==> src/rtl/secuenciador_multiciclo_pkg.sv <==
// Shared types and constants for the multi-cycle sequencer: state codes,
// opcodes, PC source selects and the registered control word.
package secuenciador_pkg;

    typedef enum logic [3:0] {
        FETCH      = 4'd0,
        FETCH_MEM  = 4'd1,
        DECODE     = 4'd2,
        EXEC_ALU   = 4'd3,
        MEM_ADDR   = 4'd4,
        MEM_ACCESS = 4'd5,
        WB         = 4'd6,
        EXEC_BR    = 4'd7,
        HALT       = 4'd8,
        ERROR      = 4'd9
    } estado_t;

    localparam logic [6:0] OP_NOP   = 7'h00;
    localparam logic [6:0] OP_LOAD  = 7'h10;
    localparam logic [6:0] OP_STORE = 7'h11;
    localparam logic [6:0] OP_JMP   = 7'h12;
    localparam logic [6:0] OP_BZ    = 7'h13;

    localparam logic [1:0] PC_HOLD = 2'b00;
    localparam logic [1:0] PC_INC  = 2'b01;
    localparam logic [1:0] PC_REG  = 2'b10;

    typedef struct packed {
        logic       mem_req;
        logic       mem_we;
        logic       select_ar;
        logic       load_ar;
        logic [1:0] select_pc;
        logic       load_pc;
        logic       load_cr;
        logic       write_select;
        logic       write_enable;
        logic [3:0] fun;
        logic       detenido;
        logic       error;
    } ctrl_t;

    // Moore control word of a state; the opcode only matters for Fun and MemWe.
    function automatic ctrl_t decodificar(estado_t s, logic [6:0] op);
        ctrl_t c;
        c = '0;
        case (s)
            FETCH:      c.load_ar = 1'b1;
            FETCH_MEM:  c.mem_req = 1'b1;
            EXEC_ALU: begin
                c.fun          = op[3:0];
                c.write_enable = 1'b1;
                c.load_cr      = 1'b1;
            end
            MEM_ADDR: begin
                c.select_ar = 1'b1;
                c.load_ar   = 1'b1;
            end
            MEM_ACCESS: begin
                c.mem_req = 1'b1;
                c.mem_we  = (op == OP_STORE);
            end
            WB: begin
                c.write_select = 1'b1;
                c.write_enable = 1'b1;
            end
            EXEC_BR: begin
                c.select_pc = PC_REG;
                c.load_pc   = 1'b1;
            end
            HALT:       c.detenido = 1'b1;
            ERROR:      c.error    = 1'b1;
            default:    c = '0;
        endcase
        return c;
    endfunction

endpackage

==> src/rtl/secuenciador_multiciclo_if.sv <==
// Memory request/acknowledge handshake between the sequencer and the
// single-port memory.
interface secuenciador_multiciclo_if;
    logic MemReq;
    logic MemWe;
    logic MemAck;

    modport master (output MemReq, output MemWe, input MemAck);
    modport slave  (input MemReq, input MemWe, output MemAck);
endinterface

==> src/rtl/secuenciador_multiciclo_contador_espera.sv <==
// Memory wait counter: counts cycles a request has been left unanswered and
// flags when the next unanswered cycle would reach WAIT_MAX.
module contador_espera #(
    parameter int WAIT_MAX = 15
) (
    input  logic clk_i,
    input  logic rst_ni,
    input  logic clr_i,
    input  logic en_i,
    output logic expirado_o
);
    localparam logic [7:0] LIMITE = 8'(WAIT_MAX - 1);

    logic [7:0] cnt_q;
    logic [7:0] cnt_d;

    always_comb begin
        cnt_d = cnt_q;
        if (clr_i) begin
            cnt_d = '0;
        end else if (en_i && (cnt_q != 8'hFF)) begin
            cnt_d = cnt_q + 8'd1;
        end
    end

    always_ff @(posedge clk_i or negedge rst_ni) begin
        if (!rst_ni) begin
            cnt_q <= '0;
        end else begin
            cnt_q <= cnt_d;
        end
    end

    assign expirado_o = (cnt_q >= LIMITE);

endmodule

==> src/rtl/secuenciador_multiciclo.sv <==
// Fetch/decode/execute sequencer driving the 16-bit datapath strobes and the
// memory handshake.
module secuenciador_multiciclo
    import secuenciador_pkg::*;
#(
    parameter int         WAIT_MAX = 15,
    parameter logic [6:0] OPC_HALT = 7'h7F
) (
    input  logic                      Reloj,
    input  logic                      Reiniciar,
    input  logic [15:0]               Instruccion,
    input  logic                      CeroCR,
    secuenciador_multiciclo_if.master mem,
    output logic                      SelectDR,
    output logic                      LoadDR,
    output logic                      SelectAR,
    output logic                      LoadAR,
    output logic [1:0]                SelectPC,
    output logic                      LoadPC,
    output logic                      LoadIR,
    output logic                      LoadCR,
    output logic                      WriteSelect,
    output logic                      WriteEnable,
    output logic [2:0]                WriteAddress,
    output logic [2:0]                ReadAddressA,
    output logic [2:0]                ReadAddressB,
    output logic [3:0]                Fun,
    output logic [3:0]                Estado,
    output logic                      Detenido,
    output logic                      Error
);
    logic [6:0] opcode;
    estado_t    estado_q;
    estado_t    estado_d;
    ctrl_t      ctrl_q;
    logic       en_acceso;
    logic       expirado;
    logic       ack_fetch;
    logic       ack_acceso;

    assign opcode    = Instruccion[15:9];
    assign en_acceso = (estado_q == FETCH_MEM) || (estado_q == MEM_ACCESS);

    contador_espera #(.WAIT_MAX(WAIT_MAX)) u_espera (
        .clk_i      (Reloj),
        .rst_ni     (Reiniciar),
        .clr_i      (!en_acceso),
        .en_i       (en_acceso && !mem.MemAck),
        .expirado_o (expirado)
    );

    always_comb begin
        estado_d = estado_q;
        case (estado_q)
            FETCH:     estado_d = FETCH_MEM;
            FETCH_MEM: begin
                if (mem.MemAck)    estado_d = DECODE;
                else if (expirado) estado_d = ERROR;
            end
            DECODE: begin
                if (opcode == OPC_HALT)                      estado_d = HALT;
                else if (opcode == OP_NOP)                   estado_d = FETCH;
                else if (opcode inside {[7'h01:7'h0F]})      estado_d = EXEC_ALU;
                else if (opcode inside {OP_LOAD, OP_STORE})  estado_d = MEM_ADDR;
                else if (opcode == OP_JMP)                   estado_d = EXEC_BR;
                else if (opcode == OP_BZ)                    estado_d = CeroCR ? EXEC_BR : FETCH;
                else                                         estado_d = FETCH;
            end
            MEM_ADDR:   estado_d = MEM_ACCESS;
            MEM_ACCESS: begin
                if (mem.MemAck)    estado_d = (opcode == OP_LOAD) ? WB : FETCH;
                else if (expirado) estado_d = ERROR;
            end
            EXEC_ALU, WB, EXEC_BR: estado_d = FETCH;
            HALT:       estado_d = HALT;
            ERROR:      estado_d = ERROR;
            default:    estado_d = FETCH;
        endcase
    end

    // Control word is registered from the next state so it lines up with
    // estado_q; reset clears it, so the first FETCH after reset has no strobes.
    always_ff @(posedge Reloj or negedge Reiniciar) begin
        if (!Reiniciar) begin
            estado_q <= FETCH;
            ctrl_q   <= '0;
        end else begin
            estado_q <= estado_d;
            ctrl_q   <= decodificar(estado_d, opcode);
        end
    end

    // Only these strobes react to MemAck within the cycle it arrives.
    assign ack_fetch  = (estado_q == FETCH_MEM) && mem.MemAck;
    assign ack_acceso = (estado_q == MEM_ACCESS) && mem.MemAck && (opcode == OP_LOAD);

    assign mem.MemReq   = ctrl_q.mem_req;
    assign mem.MemWe    = ctrl_q.mem_we;
    assign LoadIR       = ack_fetch;
    assign LoadPC       = ctrl_q.load_pc | ack_fetch;
    assign SelectPC     = ack_fetch ? PC_INC : ctrl_q.select_pc;
    assign SelectDR     = ack_acceso;
    assign LoadDR       = ack_acceso;
    assign SelectAR     = ctrl_q.select_ar;
    assign LoadAR       = ctrl_q.load_ar;
    assign LoadCR       = ctrl_q.load_cr;
    assign WriteSelect  = ctrl_q.write_select;
    assign WriteEnable  = ctrl_q.write_enable;
    assign Fun          = ctrl_q.fun;
    assign Detenido     = ctrl_q.detenido;
    assign Error        = ctrl_q.error;
    assign Estado       = estado_q;
    assign WriteAddress = Instruccion[8:6];
    assign ReadAddressA = Instruccion[5:3];
    assign ReadAddressB = Instruccion[2:0];

endmodule

==> src/flat_wrapper.sv <==
// flat-port wrapper written by rule: the top's interface ports become plain ports
module secuenciador_multiciclo_flat import secuenciador_pkg::*;
#(
    parameter int         WAIT_MAX = 15,
    parameter logic [6:0] OPC_HALT = 7'h7F
)
  (Reloj, Reiniciar, Instruccion, CeroCR, SelectDR, LoadDR, SelectAR, LoadAR, SelectPC, LoadPC, LoadIR, LoadCR, WriteSelect, WriteEnable, WriteAddress, ReadAddressA, ReadAddressB, Fun, Estado, Detenido, Error, mem_MemReq, mem_MemWe, mem_MemAck);
  secuenciador_multiciclo_if mem_i ();
  input  logic Reloj;
  input  logic Reiniciar;
  input  logic [15:0] Instruccion;
  input  logic CeroCR;
  output logic SelectDR;
  output logic LoadDR;
  output logic SelectAR;
  output logic LoadAR;
  output logic [1:0] SelectPC;
  output logic LoadPC;
  output logic LoadIR;
  output logic LoadCR;
  output logic WriteSelect;
  output logic WriteEnable;
  output logic [2:0] WriteAddress;
  output logic [2:0] ReadAddressA;
  output logic [2:0] ReadAddressB;
  output logic [3:0] Fun;
  output logic [3:0] Estado;
  output logic Detenido;
  output logic Error;
  output wire logic [$bits(mem_i.MemReq)-1:0] mem_MemReq;
  output wire logic [$bits(mem_i.MemWe)-1:0] mem_MemWe;
  input wire logic [$bits(mem_i.MemAck)-1:0] mem_MemAck;
  assign mem_MemReq = mem_i.MemReq;
  assign mem_MemWe = mem_i.MemWe;
  assign mem_i.MemAck = mem_MemAck;
  secuenciador_multiciclo #(.WAIT_MAX(WAIT_MAX), .OPC_HALT(OPC_HALT)) u_core (.Reloj(Reloj), .Reiniciar(Reiniciar), .Instruccion(Instruccion), .CeroCR(CeroCR), .mem(mem_i), .SelectDR(SelectDR), .LoadDR(LoadDR), .SelectAR(SelectAR), .LoadAR(LoadAR), .SelectPC(SelectPC), .LoadPC(LoadPC), .LoadIR(LoadIR), .LoadCR(LoadCR), .WriteSelect(WriteSelect), .WriteEnable(WriteEnable), .WriteAddress(WriteAddress), .ReadAddressA(ReadAddressA), .ReadAddressB(ReadAddressB), .Fun(Fun), .Estado(Estado), .Detenido(Detenido), .Error(Error));
endmodule
==> config.mk <==
export PLATFORM = sky130hd
export DESIGN_NAME = secuenciador_multiciclo_flat
export DESIGN_NICKNAME = d
export VERILOG_FILES = /design/src/rtl/secuenciador_multiciclo_pkg.sv /design/src/rtl/secuenciador_multiciclo_if.sv /design/src/rtl/secuenciador_multiciclo_contador_espera.sv /design/src/rtl/secuenciador_multiciclo.sv /design/src/flat_wrapper.sv
export SDC_FILE = /design/constraint.sdc
export NUM_CORES = 1
export LEC_CHECK = 0
export CAP_MARGIN = 5
export CORE_MARGIN = 3
export CORE_UTILIZATION = 47
export CTS_BUF_LIST = sky130_fd_sc_hd__clkbuf_8 sky130_fd_sc_hd__clkbuf_16
export CTS_CLUSTER_SIZE = 14
export DETAILED_ROUTE_END_ITERATION = 10
export PLACE_DENSITY_LB_ADDON = 0.15
export SYNTH_ARGS = -nofsm -noshare
export SYNTH_HDL_FRONTEND = slang
export SYNTH_HIERARCHICAL = 1
export SYNTH_SLANG_ARGS = --single-unit
export TNS_END_PERCENT = 5
==> constraint.sdc <==
create_clock -name Reloj -period 3.3 [get_ports Reloj]
set_input_delay 0.66 -clock Reloj [delete_from_list [all_inputs] [get_ports Reloj]]
set_output_delay 0.66 -clock Reloj [all_outputs]
set_load 0.005 [all_outputs]
==> reports/results.tsv, run 1 <==
metric	value	unit
whs_path_depth	1	
routedWlPerCell	15.2	um
dieArea	3700	um2
ant_nets	0	
path_delay_family	buffers and inverters	
route.detailed.drc	0	
synth_cell_types	41	
core	2810	um2
cts.sinks	26	
wl_met1	1.37	mm
path_buf_inv	3	
htreeDepth	1	
die_h	60.8	um
grt_start_max_net_pins	27	
die_w	60.8	um
hold_start	u_core/u_espera/cnt_q[6]	
track_usage	0.188	
clk_pin_slew	90	ps
synth_async_sr_flop_share	1.00	
start_kind	input port	
hold_path_class	flop to flop	
setup_viol	0	
cts_root_buffer	clkbuf_8	
fin_crit_sh	0.950	
drtIter0Drc	40	
cpPeakStageDelay	480	ps
fin_crit	3140	ps
core.rowCount	19	
cp_max_fo	4	
multiInputGateArea	611	um2
nFillCells	252	
grt_pass1_vias	1172	
whs	524	ps
finish.utilization	0.623	
hold_viol	0	
port_buffers	33	
wl	3.03	mm
grt_setup_unrepaired	no	
clock.fmax	0.319	GHz
p_clk_frac	0.217	
placedCellCount	196	
cts_made_buffers	3	
ys.flop_type	dfrtp_1	
intPower	569	uW
vias_per_cell	5.79	
num_antenna_cells	0	
status	complete, no violations	
ys_top_cells_by_area	dfrtp_1 (46%), buf_4 (8.5%), nor2_1 (4.5%), a21oi_1 (2.5%), nand2_1 (1.9%)	
gp_congestion	0.893	
r2r_slack	950	ps
r2r_cells	6	
cp_slowest_cell	or4bb_4	
switching_share	0.304	
final-instance-count-excl-fill	199	
drive_above_1_share	0.149	
cp_common_cell	clkdlybuf4s50_1	
first_pass_iters	4	
critical_path_cell_count	6	
start_util	0.503	
synth_fp_nets	165	
r2r-end	u_core/u_espera/cnt_q[7]	
grt_first_pass_wirelength	5.20	mm
end_kind	output port	
p_per_area	468	nW/um2
ys_seq_area_frac	0.461	
slew_violations	0	
nets	192	
synth_area_per_cell	9.87	um2
clk_latency	260	ps
r2r-start	u_core/Estado[3]	
cts_buffer_depth	2	
pwr-share-comb	0.317	
max_cap_viol_count	0	
tightestPinTransition	517	ps
syn-cell-area	1410	um2
endpoint	LoadPC	
layout_setup_ws	165	ps
dr_wl_met3	172	um
switching_power	249	uW
syn_to_final_growth	23.8	%
hpwlAfterDp	2.25	mm
cts_tree	yes	
synth_edf_count	0	
startpoint	mem_MemAck	
final.setup.tns	0	ps
synthCells	143	
cp_cell_sequence	clkdlybuf4s50_1 -> or4bb_4 -> buf_4 -> nor2_4 -> or2_2 -> clkdlybuf4s50_1	
yosysWarningCount	6	
cp.required	2640	ps
synth.top_cell.area_share	0.461	
vdd_drop_max	0.293	mV
maxSlewHeadroom	0.652	
overflow	0	
critPathKind	input port to output port	
synth-seq-cells	26	
skew	1.57	ps
p_leak	0.783	nW
top_layer	met4	
dr_wl_met2	1.46	mm
seq_area	651	um2
io_pins	52	
p_seq_frac	0.465	
post-place-ws	-51.2	ps
via_count	1152	
antenna_found_initial	0	
arrival	2480	ps
synth_area_leader_cell	dfrtp_1	
worst reg2reg max path, stage by stage (launching register included):
cell and delay (ps):
dfrtp_1 470, or3b_2 620, nor2_1 450, nand2_1 140, nor2_1 250, a21oi_1 110, a311oi_1 240
cell usage after synthesis, types with 3 or more instances:
cell and number:
dfrtp_1 26, nor2_1 17, buf_4 16, a21oi_1 7, nand2_1 7, inv_1 6, nor3_1 5, a31oi_1 3
nand2b_1 3, nand3_1 3, nor2b_1 3, nor4_1 3, o21ai_0 3, o21bai_1 3, or3_1 3
flip-flops by register name (all words and copies together) (netlist names):
name                   flops
u_core/mem.MemReq          1
u_core/u_espera/cnt_q      8
u_core/WriteEnable         1
u_core/mem.MemWe           1
u_core/Detenido            1
u_core/WriteSelect         1
u_core/SelectAR            1
u_core/LoadAR              1
u_core/Error               1
u_core/LoadCR              1
u_core/Fun                 4
u_core/ctrl_q              1
u_core/Estado              4
power by group through the flow:
stage / sequential [mW] / combinational [mW] / clock, mW
2_1_floorplan: 0.383 / 0.152 / 0
3_3_place_gp: 0.385 / 0.245 / 0
3_5_place_dp: 0.386 / 0.254 / 0
4_1_cts: 0.381 / 0.260 / 0.185
5_1_grt: 0.388 / 0.292 / 0.193
6_report: 0.381 / 0.260 / 0.178
logic make-up after synthesis:
| logic type | Yosys count | synth area share |
|---|---|---|
| compound gates | 26 | 0.119 |
| simple gates | 65 | 0.286 |
| flops | 26 | 0.461 |
| buf+inv | 24 | 0.116 |
| fa+ha+maj | 2 | 0.0177 |
layout by cell type (no fill, tap or decap), types with 2 or more instances in the layout:
cell type,instances
nand3_1,3
nor3b_2,2
a311oi_1,2
nand2b_1,3
or2_2,2
inv_1,6
clkdlybuf4s50_1,31
nor2_1,15
a21oi_1,7
dfrtp_1,26
nor3_1,5
o21bai_1,3
nand4_1,2
o22ai_1,2
nand2_1,7
or3_1,3
and4_1,2
o21ai_0,3
a31oi_1,3
clkbuf_8,3
buf_4,7
nor4bb_1,2
nor2b_1,3
ha_1,2
or3b_2,2
nor4_1,3
what timing repair did:
item	in CTS	in global routing
resized for setup	4	2
hold buffers	0	0
setup endpoints to repair	3	2
pin swaps	0	1
setup buffers	0	0
per-stage QoR:
| step | power, mW | area, um2 |
|---|---|---|
| after floorplan | 0.535 | 1410 |
| after global placement | 0.630 | 1690 |
| after detailed placement | 0.639 | 1690 |
| after CTS | 0.825 | 1740 |
| after global routing | 0.873 | 1750 |
| final | 0.818 | 1750 |
metal layers:
metal | vias up | global-route usage
met3 | 5 | 0.0447
met1 | 561 | 0.241
met4 | 0 | 0.0712
met5 | - | 0
li1 | 545 | -
met2 | 41 | 0.305
layout make-up:
cell class	count	share of cell area
multi-input cells	93	0.349
well taps	31	0.0222
flip-flops and latches	26	0.372
repair buffers	40	0.220
inverters	6	0.0129
clock buffers	3	0.0236
how the worst min path moves through the flow:
| stage | slack [ps] | endpoint |
|---|---|---|
| final | 520 | u_core/u_espera/cnt_q[6] |
| after global routing | 560 | u_core/u_espera/cnt_q[6] |
| after CTS | 520 | u_core/u_espera/cnt_q[6] |
| after detailed placement | 510 | u_core/u_espera/cnt_q[6] |
| after global placement | 500 | u_core/u_espera/cnt_q[6] |
| after floorplan | 360 | u_core/Detenido |
No activity file was read; power rests on OpenSTA's default activity.
==> inputs of run 2 (changes only) <==
--- a/config.mk
+++ b/config.mk
@@ -5,7 +5,6 @@
 export SDC_FILE = /design/constraint.sdc
 export NUM_CORES = 1
 export LEC_CHECK = 0
-export CAP_MARGIN = 5
 export CORE_MARGIN = 3
 export CORE_UTILIZATION = 47
 export CTS_BUF_LIST = sky130_fd_sc_hd__clkbuf_8 sky130_fd_sc_hd__clkbuf_16
==> results of run 2 <==
Final layout, timing and power as in run 1 (identical DEF).
==> inputs of run 3 (changes only) <==
--- a/config.mk
+++ b/config.mk
@@ -5,6 +5,7 @@
 export SDC_FILE = /design/constraint.sdc
 export NUM_CORES = 1
 export LEC_CHECK = 0
+export CAP_MARGIN = 15
 export CORE_MARGIN = 3
 export CORE_UTILIZATION = 47
 export CTS_BUF_LIST = sky130_fd_sc_hd__clkbuf_8 sky130_fd_sc_hd__clkbuf_16
==> results of run 3 <==
Final layout, timing and power as in run 1 (identical DEF).
